<file path="config.mk">
export PLATFORM = sky130hd
export DESIGN_NAME = sdram_req_sched
export DESIGN_NICKNAME = d
export VERILOG_FILES = /design/src/rtl/sdram_req_sched.sv
export SDC_FILE = /design/constraint.sdc
export NUM_CORES = 1
export LEC_CHECK = 0
export ABC_AREA = 1
export CORE_AREA = 2 2 77 79
export CTS_BUF_LIST = sky130_fd_sc_hd__clkbuf_8
export DETAILED_ROUTE_END_ITERATION = 12
export DIE_AREA = 0 0 79 81
export MAX_ROUTING_LAYER = met4
export PLACE_DENSITY = 0.55
export SYNTH_ARGS = -nofsm -noshare
export SYNTH_HDL_FRONTEND = slang
export SYNTH_SLANG_ARGS = --single-unit
</file>
<file path="constraint.sdc">
create_clock -name clk_sys -period 1.3 [get_ports clk_sys]
set_clock_uncertainty 0.15 [all_clocks]
set_input_delay 0.195 -clock clk_sys [delete_from_list [all_inputs] [get_ports clk_sys]]
set_output_delay 0.195 -clock clk_sys [all_outputs]
set_load 0.01 [all_outputs]
</file>
<file path="src/rtl/sdram_req_sched.sv">
// sdram_req_sched: latches requests from four SDRAM clients, arbitrates with fixed
// priority plus M68K anti-starvation, and sequences start pulses, grant and done.
module sdram_req_sched #(
    parameter int TIMEOUT      = 255,
    parameter int STARVE_LIMIT = 64,
    parameter int CW           = 8
) (
    input  logic       clk_sys,
    input  logic       reset,
    input  logic [3:0] req,
    input  logic [3:0] en,
    input  logic       sdram_ready,
    output logic       sdram_rd_pulse,
    output logic       sdram_wr_pulse,
    output logic       sdram_rd_type,
    output logic [3:0] grant,
    output logic [3:0] done,
    output logic [3:0] pending,
    output logic       timeout_err
);
    typedef enum logic [2:0] {IDLE, ISSUE, WAIT_LOW, WAIT_HIGH, DONE} state_t;

    state_t          state_q, state_d;
    logic [3:0]      pending_q, pending_d, grant_q, grant_d, avail, win;
    logic [CW-1:0]   tmo_q, tmo_d, starve_q, starve_d;
    logic            err_q, err_d;

    assign avail = pending_q & en;
    // A starved M68K jumps the queue; otherwise the lowest index wins.
    assign win = (starve_q >= CW'(STARVE_LIMIT) && avail[3]) ? 4'b1000 : avail & (~avail + 4'd1);

    always_comb begin
        state_d   = state_q;
        pending_d = pending_q;
        grant_d   = grant_q;
        tmo_d     = tmo_q;
        err_d     = err_q;
        starve_d  = (pending_q[3] && !(state_q == ISSUE && grant_q[3]) && starve_q != '1)
                    ? starve_q + CW'(1) : starve_q;
        case (state_q)
            IDLE: begin
                pending_d = pending_q & en;
                if (sdram_ready && avail != 4'd0) begin
                    pending_d = pending_d & ~win;
                    grant_d   = win;
                    state_d   = ISSUE;
                    if (win[3]) starve_d = '0;
                end
            end
            ISSUE: begin
                tmo_d   = '0;
                state_d = WAIT_LOW;
            end
            WAIT_LOW, WAIT_HIGH: begin
                tmo_d = tmo_q + CW'(1);
                if (tmo_q == CW'(TIMEOUT - 1)) begin
                    err_d   = 1'b1;
                    state_d = DONE;
                end else if (state_q == WAIT_LOW && !sdram_ready) begin
                    state_d = WAIT_HIGH;
                end else if (state_q == WAIT_HIGH && sdram_ready) begin
                    state_d = DONE;
                end
            end
            DONE: begin
                grant_d = '0;
                state_d = IDLE;
            end
            default: state_d = IDLE;
        endcase
        // New requests land after consumption so a same-cycle request is kept.
        pending_d = pending_d | req;
    end

    always_ff @(posedge clk_sys or posedge reset) begin
        if (reset) begin
            state_q   <= IDLE;
            pending_q <= '0;
            grant_q   <= '0;
            tmo_q     <= '0;
            starve_q  <= '0;
            err_q     <= 1'b0;
        end else begin
            state_q   <= state_d;
            pending_q <= pending_d;
            grant_q   <= grant_d;
            tmo_q     <= tmo_d;
            starve_q  <= starve_d;
            err_q     <= err_d;
        end
    end

    assign sdram_wr_pulse = state_q == ISSUE && grant_q[0];
    assign sdram_rd_pulse = state_q == ISSUE && !grant_q[0];
    assign sdram_rd_type  = grant_q[1];
    assign grant          = grant_q;
    assign done           = state_q == DONE ? grant_q : 4'd0;
    assign pending        = pending_q;
    assign timeout_err    = err_q;
endmodule

</file>
==> impl_metrics.json, run 1 <==
{
  "syn_nets": 238,
  "endpoint_kind": "output pin",
  "maxCapViolCount": 0,
  "final.period_utilization": 1.19,
  "rows": 28,
  "top_layer_used": "met4",
  "max_clock_freq_ghz": 0.647,
  "wl_per_cell_um": 11.5,
  "area_delta_synth_final_pct": 71.5,
  "nNetsFinal": 329,
  "switchingPower_mw": 2.21,
  "yosysUniqueCellTypes": 23,
  "min_path_type": "primary input to async pin",
  "die-area_sq_um": 6400,
  "r2r_cells": 8,
  "yosys_warnings": 0,
  "place_congestion": 0.775,
  "critPathRequiredTime_ns": 0.95,
  "overflow": 0,
  "cts_tree": "done",
  "ioPinCount": 27,
  "combinationalPowerShare": 0.631,
  "final_common_cell": "nand2_1",
  "rsz0062_at_grt": "true",
  "post-route-min-period_ns": 1.54,
  "htreeDepth": 1,
  "cts_made_buffers": 3,
  "vdd_drop_max_mv": 0.788,
  "critPathCapture": "done[2]",
  "drc": 0,
  "maxSlewHeadroom": 0.825,
  "ys_seq_elements": 28,
  "hold_ws_ns": 0.0950,
  "syn-cell-area_sq_um": 1610,
  "synth_area_leaders": "dfrtp_1 (43%), nand2_1 (17%), nor2_1 (7.7%), inv_1 (4.7%), nand3_1 (4.3%)",
  "syn-instance-count": 224,
  "critPathKind": "register to output pin",
  "critPathArrivalTime_ns": 1.20,
  "die-width_um": 79,
  "vias": 1750,
  "path_clk_slew_ns": 0.10,
  "finalSetupViolations": 34,
  "dr_wl_met2_mm": 2.48,
  "violations": "negative setup slack",
  "grt_pass1_wl_mm": 7.06,
  "grt_pass1_vias": 1591,
  "grt_max_degree": 29,
  "holdBufCountCts": 0,
  "worst_slack_ns": -0.245,
  "power_frac_clock": 0.102,
  "reg2reg_from": "state_q[2]",
  "status": "complete, but fails checks",
  "finalHoldViolCount": 0,
  "fillers": 581,
  "drv_slew": 0,
  "grt_usage": 0.141,
  "swShare": 0.407,
  "drive_gt1_frac": 0.446,
  "final_cell_mix": "nand2_1 (59), buf_4 (43), dfrtp_1 (26)",
  "core_sq_um": 5680,
  "cts_root_buf": "clkbuf_8",
  "avgSynthCellArea_sq_um": 7.20,
  "reg2reg_to": "starve_q[0]",
  "layoutNonFillerInstCount": 389,
  "start_kind": "register",
  "p_leak_nw": 1.36,
  "met3WireLength_um": 128,
  "die_height_um": 81,
  "cts_max_path_buffers": 2,
  "ys_seq_area_frac": 0.434,
  "dr.pass1.iters": 4,
  "power_frac_seq": 0.267,
  "dp.cells": 365,
  "wl_met1_mm": 1.83,
  "clk_latency_ns": 0.28,
  "ant_nets": 0,
  "fin_tns_setup_ns": -5.53,
  "antenna_found_initial": 0,
  "synth_top_area_frac": 0.434,
  "start_util": 0.284,
  "cp_max_fo": 5,
  "cts_sinks": 28,
  "portBuffers": 26,
  "tightest_slew_ns": 0.261,
  "synth_top_cell_by_area": "dfrtp_1",
  "dr.first_iter.drc_count": 42,
  "cp-startpoint": "state_q[1]",
  "diodes": 0,
  "dp_hpwl_mm": 2.94,
  "drt_wl_total_mm": 4.47,
  "power.density_nw_per_um2": 1960,
  "rrSetupSlack_ns": -0.24,
  "vias_per_cell": 4.50,
  "p_int_mw": 3.22
}
## logic make-up (layout without fill, tap and decap cells)
family	after synthesis	count (layout)	share of synthesized area
fa+ha+maj	3	3	0.0233
buf+inv	25	114	0.0605
simple gates	137	138	0.371
xor+xnor	3	3	0.0163
flops	28	28	0.434
compound gates	28	28	0.0946
## synthesized netlist by cell type
cell type and instances:
o21ai_2 1, inv_1 20, ha_1 3, nor3_1 2, nor2_4 3, nand2_2 1
nand4_1 3, o21bai_1 3, or2_1 1, nand3_2 1, nand3_1 14, o22ai_1 1
nand2_1 74, nor2_1 33, xor2_1 2, dfrtp_1 28, buf_4 1, nand3b_1 4
xnor2_1 1, a21oi_1 10, o21ai_0 13, inv_2 4, nand2_4 1
## how the worst min path moves through the flow
stage | startpoint | endpoint
2_1_floorplan | reset | grant[0]
3_5_place_dp | timeout_err | timeout_err
4_1_cts | reset | starve_q[2]
5_1_grt | reset | starve_q[3]
6_report | reset | tmo_q[2]
3_3_place_gp | timeout_err | timeout_err
## layer usage
metal	up-vias	global-route usage
li1	897	-
met5	-	-
met1	823	0.163
met4	0	0.0259
met3	4	0.0267
met2	26	0.258
## cell type report
type,count,area [sq um],share of cell area
multi-input cells,172,1070,0.385
repair buffers,86,751,0.271
flip-flops and latches,28,703,0.254
inverters,24,97.6,0.0353
well taps,75,93.8,0.0339
clock buffers,4,55.1,0.0199
## power groups by stage
| stage | logic (mW) | clock network, mW | registers [mW] |
|---|---|---|---|
| 5_1_grt | 3.78 | 0.608 | 1.49 |
| 2_1_floorplan | 1.21 | 0 | 1.52 |
| 3_5_place_dp | 2.52 | 0 | 1.46 |
| 4_1_cts | 2.76 | 0.577 | 1.42 |
| 6_report | 3.43 | 0.553 | 1.45 |
| 3_3_place_gp | 2.50 | 0 | 1.45 |
## worst max-delay path: stages, from the launching register on
cell and delay (ns):
dfrtp_1 0.41, buf_6 0.12, nor2_4 0.10, nand2_4 0.08
nor2_1 0.08, buf_2 0.13
## flip-flops by register name (all words and copies together), names as in the netlist
signal and cells:
timeout_err 1, tmo_q 8, state_q 3, starve_q 8, grant 4, pending 4
## timing repair
action	in CTS	in global routing
pin swaps	6	34
setup buffers	8	13
gates cloned	0	1
setup endpoints to repair	42	41
resized for setup	84	68
## stage by stage
stage / setup slack, ns / cell area, sq um / utilization / total power, mW
6_report: -0.245 / 2770 / 0.487 / 5.43
3_3_place_gp: -0.358 / 2300 / 0.406 / 3.95
5_1_grt: -0.309 / 2770 / 0.487 / 5.88
4_1_cts: -0.256 / 2440 / 0.430 / 4.77
2_1_floorplan: -0.0281 / 1640 / - / 2.73
3_5_place_dp: -0.357 / 2300 / 0.406 / 3.98
No activity file was read; power rests on OpenSTA's default activity.
==> run 2: changes to the inputs <==
--- a/config.mk
+++ b/config.mk
@@ -12,6 +12,7 @@
 export DIE_AREA = 0 0 79 81
 export MAX_ROUTING_LAYER = met4
 export PLACE_DENSITY = 0.55
+export SLEW_MARGIN = 20
 export SYNTH_ARGS = -nofsm -noshare
 export SYNTH_HDL_FRONTEND = slang
 export SYNTH_SLANG_ARGS = --single-unit
==> results of run 2 <==
Final layout, timing and power as in run 1 (identical DEF).
